$ cat src/rtl/lcd_copy_sequencer_if.sv
// Shared-bus signals between the framebuffer copy DMA (master) and the bus/arbiter side (slave).
interface lcd_copy_sequencer_if;
   logic        bus_req;
   logic        bus_grant;
   logic [23:0] bus_address;
   logic [7:0]  bus_data_out;
   logic        bus_write;
   logic        bus_read;
   logic [7:0]  bus_data_in;

   modport master (
      output bus_req, bus_address, bus_data_out, bus_write, bus_read,
      input  bus_grant, bus_data_in
   );

   modport slave (
      input  bus_req, bus_address, bus_data_out, bus_write, bus_read,
      output bus_grant, bus_data_in
   );
endinterface

$ cat src/rtl/lcd_copy_sequencer.sv
// Bus-master DMA: copies a framebuffer page by page from RAM into the LCD controller,
// issuing page/column commands before each page and a read/write pair per byte.
module lcd_copy_sequencer #(
   parameter logic [23:0] FB_BASE  = 24'h001000,
   parameter int          COLUMNS  = 96,
   parameter int          PAGES    = 8,
   parameter logic [23:0] LCD_CMD  = 24'h0020FE,
   parameter logic [23:0] LCD_DATA = 24'h0020FF
) (
   input  logic                clk,
   input  logic                reset,
   input  logic                clk_ce,
   input  logic                start,
   output logic                busy,
   output logic                done,
   lcd_copy_sequencer_if.master bus
);

   localparam logic [7:0] COL_LAST  = 8'(COLUMNS - 1);
   localparam logic [3:0] PAGE_LAST = 4'(PAGES - 1);

   typedef enum logic [2:0] {
      IDLE, WAIT_GNT, CMD_PAGE, CMD_CLO, CMD_CHI, RD, WR, DONE
   } state_t;

   state_t      state, state_n;
   logic        phase, phase_n;      // 0 = ACTIVE (strobe), 1 = GAP
   logic [3:0]  page, page_n;
   logic [7:0]  col, col_n;
   logic [7:0]  rd_byte, rd_byte_n;
   logic        in_access;
   logic [23:0] fb_addr;

   assign in_access = state inside {CMD_PAGE, CMD_CLO, CMD_CHI, RD, WR};
   assign fb_addr   = FB_BASE + (24'(page) * 24'(COLUMNS)) + 24'(col);

   always_ff @(posedge clk) begin
      if (clk_ce) begin
         if (reset) begin
            state <= IDLE;
            phase <= 1'b0;
            page  <= '0;
            col   <= '0;
         end else begin
            state <= state_n;
            phase <= phase_n;
            page  <= page_n;
            col   <= col_n;
         end
      end
   end

   always_ff @(posedge clk) begin
      if (clk_ce) rd_byte <= rd_byte_n;
   end

   // Without grant every access state freezes; the access resumes from its frozen phase.
   always_comb begin
      state_n   = state;
      phase_n   = phase;
      page_n    = page;
      col_n     = col;
      rd_byte_n = rd_byte;
      case (state)
         IDLE: begin
            if (start) begin
               state_n = WAIT_GNT;
               phase_n = 1'b0;
               page_n  = '0;
               col_n   = '0;
            end
         end
         WAIT_GNT: begin
            if (bus.bus_grant) state_n = CMD_PAGE;
         end
         CMD_PAGE, CMD_CLO, CMD_CHI, RD, WR: begin
            if (bus.bus_grant) begin
               if (!phase) begin
                  phase_n = 1'b1;
                  if (state == RD) rd_byte_n = bus.bus_data_in;
               end else begin
                  phase_n = 1'b0;
                  case (state)
                     CMD_PAGE: state_n = CMD_CLO;
                     CMD_CLO:  state_n = CMD_CHI;
                     CMD_CHI:  state_n = RD;
                     RD:       state_n = WR;
                     default: begin
                        if (col < COL_LAST) begin
                           col_n   = col + 8'd1;
                           state_n = RD;
                        end else if (page < PAGE_LAST) begin
                           col_n   = '0;
                           page_n  = page + 4'd1;
                           state_n = CMD_PAGE;
                        end else begin
                           state_n = DONE;
                        end
                     end
                  endcase
               end
            end
         end
         DONE:    state_n = IDLE;
         default: state_n = IDLE;
      endcase
   end

   always_comb begin
      busy             = (state != IDLE) && (state != DONE);
      done             = (state == DONE);
      bus.bus_req      = busy;
      bus.bus_address  = '0;
      bus.bus_data_out = '0;
      bus.bus_write    = 1'b0;
      bus.bus_read     = 1'b0;
      if (in_access && bus.bus_grant) begin
         case (state)
            RD:      bus.bus_address = fb_addr;
            WR:      bus.bus_address = LCD_DATA;
            default: bus.bus_address = LCD_CMD;
         endcase
         // Strobe and write data only in ACTIVE; the GAP keeps just the address.
         if (!phase) begin
            if (state == RD) begin
               bus.bus_read = 1'b1;
            end else begin
               bus.bus_write = 1'b1;
               case (state)
                  CMD_PAGE: bus.bus_data_out = 8'hB0 | {4'h0, page};
                  CMD_CLO:  bus.bus_data_out = 8'h00;
                  CMD_CHI:  bus.bus_data_out = 8'h10;
                  default:  bus.bus_data_out = rd_byte;
               endcase
            end
         end
      end
   end

endmodule

$ cat src/flat_wrapper.sv
// flat-port wrapper written by rule: the top's interface ports become plain ports
module lcd_copy_sequencer_flat 
#(
   parameter logic [23:0] FB_BASE  = 24'h001000,
   parameter int          COLUMNS  = 96,
   parameter int          PAGES    = 8,
   parameter logic [23:0] LCD_CMD  = 24'h0020FE,
   parameter logic [23:0] LCD_DATA = 24'h0020FF
)
  (clk, reset, clk_ce, start, busy, done, bus_bus_req, bus_bus_address, bus_bus_data_out, bus_bus_write, bus_bus_read, bus_bus_grant, bus_bus_data_in);
  lcd_copy_sequencer_if bus_i ();
  input  logic clk;
  input  logic reset;
  input  logic clk_ce;
  input  logic start;
  output logic busy;
  output logic done;
  output wire logic [$bits(bus_i.bus_req)-1:0] bus_bus_req;
  output wire logic [$bits(bus_i.bus_address)-1:0] bus_bus_address;
  output wire logic [$bits(bus_i.bus_data_out)-1:0] bus_bus_data_out;
  output wire logic [$bits(bus_i.bus_write)-1:0] bus_bus_write;
  output wire logic [$bits(bus_i.bus_read)-1:0] bus_bus_read;
  input wire logic [$bits(bus_i.bus_grant)-1:0] bus_bus_grant;
  input wire logic [$bits(bus_i.bus_data_in)-1:0] bus_bus_data_in;
  assign bus_bus_req = bus_i.bus_req;
  assign bus_bus_address = bus_i.bus_address;
  assign bus_bus_data_out = bus_i.bus_data_out;
  assign bus_bus_write = bus_i.bus_write;
  assign bus_bus_read = bus_i.bus_read;
  assign bus_i.bus_grant = bus_bus_grant;
  assign bus_i.bus_data_in = bus_bus_data_in;
  lcd_copy_sequencer #(.FB_BASE(FB_BASE), .COLUMNS(COLUMNS), .PAGES(PAGES), .LCD_CMD(LCD_CMD), .LCD_DATA(LCD_DATA)) u_core (.clk(clk), .reset(reset), .clk_ce(clk_ce), .start(start), .busy(busy), .done(done), .bus(bus_i));
endmodule
$ cat config.mk
export PLATFORM = sky130hd
export DESIGN_NAME = lcd_copy_sequencer_flat
export DESIGN_NICKNAME = d
export VERILOG_FILES = /design/src/rtl/lcd_copy_sequencer_if.sv /design/src/rtl/lcd_copy_sequencer.sv /design/src/flat_wrapper.sv
export SDC_FILE = /design/constraint.sdc
export NUM_CORES = 1
export LEC_CHECK = 0
export CORE_ASPECT_RATIO = 1.2
export CORE_MARGIN = 2
export CORE_UTILIZATION = 53
export DETAILED_ROUTE_END_ITERATION = 7
export GPL_ROUTABILITY_DRIVEN = 0
export PLACE_DENSITY = 0.85
export SLEW_MARGIN = 20
export SYNTH_ARGS = -nofsm -noshare
export SYNTH_HDL_FRONTEND = slang
export SYNTH_SLANG_ARGS = --single-unit
$ cat constraint.sdc
create_clock -name clk -period 6.38 [get_ports clk]
set_clock_uncertainty 0.15 [all_clocks]
set_input_delay 1.276 -clock clk [delete_from_list [all_inputs] [get_ports clk]]
set_output_delay 1.276 -clock clk [all_outputs]
set_load 0.02 [all_outputs]
==> flow_summary.json <==
{
  "antenna_found_initial": 0,
  "fin_crit_sh_pct": 77.6,
  "placementRows": 24,
  "cts_resized": 0,
  "pwr-share-seq_pct": 40.8,
  "switching_power_mw": 0.192,
  "first_pass_iters": 5,
  "synth_seq_cells": 24,
  "cpLargestDelayFamily": "buffers and inverters",
  "cp_num_buf_inv": 3,
  "rsz0062_at_grt": "false",
  "drtIter0Drc": 127,
  "crit_required_ns": 4.95,
  "ys_seq_area_share_pct": 35.7,
  "post_drt_wl_per_cell_microns": 14.1,
  "path_class": "reg -> out",
  "cts.sinks": 24,
  "synth_top_area_share_pct": 35.7,
  "leakagePower_nw": 0.946,
  "hold_violations": 0,
  "slew_violations": 0,
  "maxSlewHeadroom_pct": 46.9,
  "grt_max_degree": 26,
  "fmax_mhz": 202,
  "power_density_nw_per_um2": 215,
  "wl_microns": 4280,
  "critPathArrivalTime_ns": 3.52,
  "drtAntennaViolNets": 0,
  "nNetsFinal": 281,
  "cts_tree": "yes",
  "multi_input_area_sq_um": 1130,
  "cts_root_buffer": "clkbuf_8",
  "path_max_fanout": 25,
  "syn_area_sq_um": 2020,
  "post-route-min-period_ns": 4.95,
  "fillCellCount": 320,
  "drc": 0,
  "pwr-share-comb_pct": 42.6,
  "syn_area_per_cell_sq_um": 9.25,
  "yosys.cell_types.count": 50,
  "core_area_sq_um": 3630,
  "insertion_delay_ns": 0.26,
  "routed_via_density": 5.54,
  "met2_usage_pct": 36.6,
  "synth_area_leaders": "edfxtp_1 (36%), ha_1 (7.4%), a21oi_1 (4.5%)",
  "ff_latch_area_sq_um": 721,
  "yosys_warnings": 0,
  "status": "complete, no violations",
  "drive_above_1_share_pct": 6.35,
  "area.growth.synth_to_final_pct": 20.3,
  "pin_count": 50,
  "endpoint_kind": "output port",
  "grt-busiest-layer": "met2",
  "ys_dominant_reg_cell": "edfxtp_1",
  "grt_pass1_vias": 1575,
  "post_cts_buffers": 0,
  "cts_buffer_depth": 2,
  "critPathSlowestCell": "edfxtp_1",
  "finalSetupTns_ns": 0,
  "grt_use_total_pct": 21.1,
  "swShare_pct": 36.8,
  "cts-hold-fix-buffers": 0,
  "htree_levels": 1,
  "hp-class": "reg -> reg",
  "path_cells": "inv_1 > ha_1 > nand3_1 > or2_1 > inv_2 > nand2_1 > mux2i_1 > clkdlybuf4s50_1",
  "maxCapViolations": 0,
  "synth_most_common_cell": "edfxtp_1",
  "internal_power_mw": 0.329,
  "ir_drop_mv": 0.0972,
  "holdWs_ns": 0.502,
  "synth_edf_count": 24,
  "clk_pin_slew_worst_paths_ns": 0.08,
  "yosys-top-cells-count": "edfxtp_1 (24), nor2_1 (23), a21oi_1 (18)",
  "grt-ovfl-total": 0,
  "tightest_slew_ns": 0.797,
  "cpPeakStageDelay_ns": 0.87,
  "fin_ws_ns": 1.43,
  "yosys.area.top_type": "edfxtp_1",
  "portBuffers": 39,
  "grt_pass1_wl_microns": 6930,
  "pwr-share-clk_pct": 16.6,
  "async_flop_share_pct": 0,
  "gr-usage-met1_pct": 26.5,
  "num_vias": 1685,
  "diodes": 0,
  "die_h_microns": 71.6,
  "die-area_sq_um": 4320,
  "netlist_instances": 218,
  "initial_utilization_pct": 55.5,
  "post-dp-hpwl_microns": 3280,
  "use_met3_pct": 2.35,
  "critPathLaunchType": "flip-flop",
  "cts_inserted_buffers": 3,
  "final-setup-viol-count": 0,
  "post-place-ws_ns": 1.64,
  "die_w_microns": 60.3
}
logic make-up (layout without fill, tap and decap cells):
| logic type | count (synthesis) | after routing | synth area share (%) |
|---|---|---|---|
| AOI/OAI and AO/OA | 53 | 53 | 18.5 |
| muxes | 1 | 1 | 0.496 |
| other | 1 | 11 | 0.186 |
| xor gates and xnor gates | 12 | 12 | 5.89 |
| buffers and inverters | 37 | 61 | 9.86 |
| and+or+nand+nor | 76 | 76 | 19.9 |
| DFF | 24 | 24 | 35.7 |
| adders and majority gates | 14 | 14 | 9.43 |
sequential cells by signal, summed over array words and instances (netlist names):
register / count
u_core.phase: 1
u_core.rd_byte: 8
u_core.state: 3
u_core.page: 4
u_core.col: 8
worst register-to-register path, delay by kind of cell, from the launching register on:
kind / cells / cell delay (ns)
AO/OA/AOI/OAI: 2 / 0.73
AND/OR/NAND/NOR: 1 / 0.22
flip-flops: 1 / 0.87
adder cells (fa/ha/maj): 1 / 0.56
buffers and inverters: 1 / 0.28
final timing paths:
path	cells past startpoint	startpoint	endpoint	slack, ns
worst max-delay path	8	u_core.state[2]	bus_bus_address[10]	1.43
worst min-delay path	1	u_core.col[0]	u_core.col[0]	0.50
worst max register to register	5	u_core.state[2]	u_core.col[0]	3.21
worst min register to register	1	u_core.col[0]	u_core.col[0]	0.50
per-layer routing:
| layer | vias to the layer above | wire length [microns] |
|---|---|---|
| met3 | 4 | 168 |
| met4 | 0 | 52 |
| met5 | - | 0 |
| met2 | 47 | 2310 |
| met1 | 807 | 1750 |
| li1 | 827 | - |
power groups by stage:
stage | combinational [mW] | sequential [mW] | clock, mW
global route | 0.242 | 0.215 | 0.0944
floorplan | 0.170 | 0.202 | 0
CTS | 0.223 | 0.212 | 0.0884
global placement | 0.217 | 0.215 | 0
finish | 0.222 | 0.212 | 0.0866
detailed placement | 0.222 | 0.215 | 0
final cells by class:
class | instances | area share, %
inverters | 18 | 2.78
clock buffers | 3 | 1.70
repair buffers | 40 | 16.4
multi-input cells | 167 | 46.8
flip-flops and latches | 24 | 29.7
well taps | 52 | 2.68
through the flow:
step,power (mW),instance area (sq um),utilization (%),std cells
after floorplan,0.372,2050,-,228
after global placement,0.432,2390,65.7,301
after detailed placement,0.437,2390,65.7,301
after CTS,0.523,2430,66.8,304
after global routing,0.551,2430,66.8,304
final,0.521,2430,66.8,304
cell usage in the layout (no fill, tap or decap), drive strengths merged, types with 3 or more instances in the layout:
master / count
edfxtp: 24
a21oi: 19
and3: 3
nor2: 24
nor3: 4
clkbuf: 3
conb: 11
ha: 12
inv: 18
a31oi: 4
nand3b: 4
xnor2: 9
a22o: 4
nand2b: 4
nor2b: 4
o21ai: 13
nand2: 13
clkdlybuf4s50: 39
nand3: 8
(Power assumes the default switching activity.)
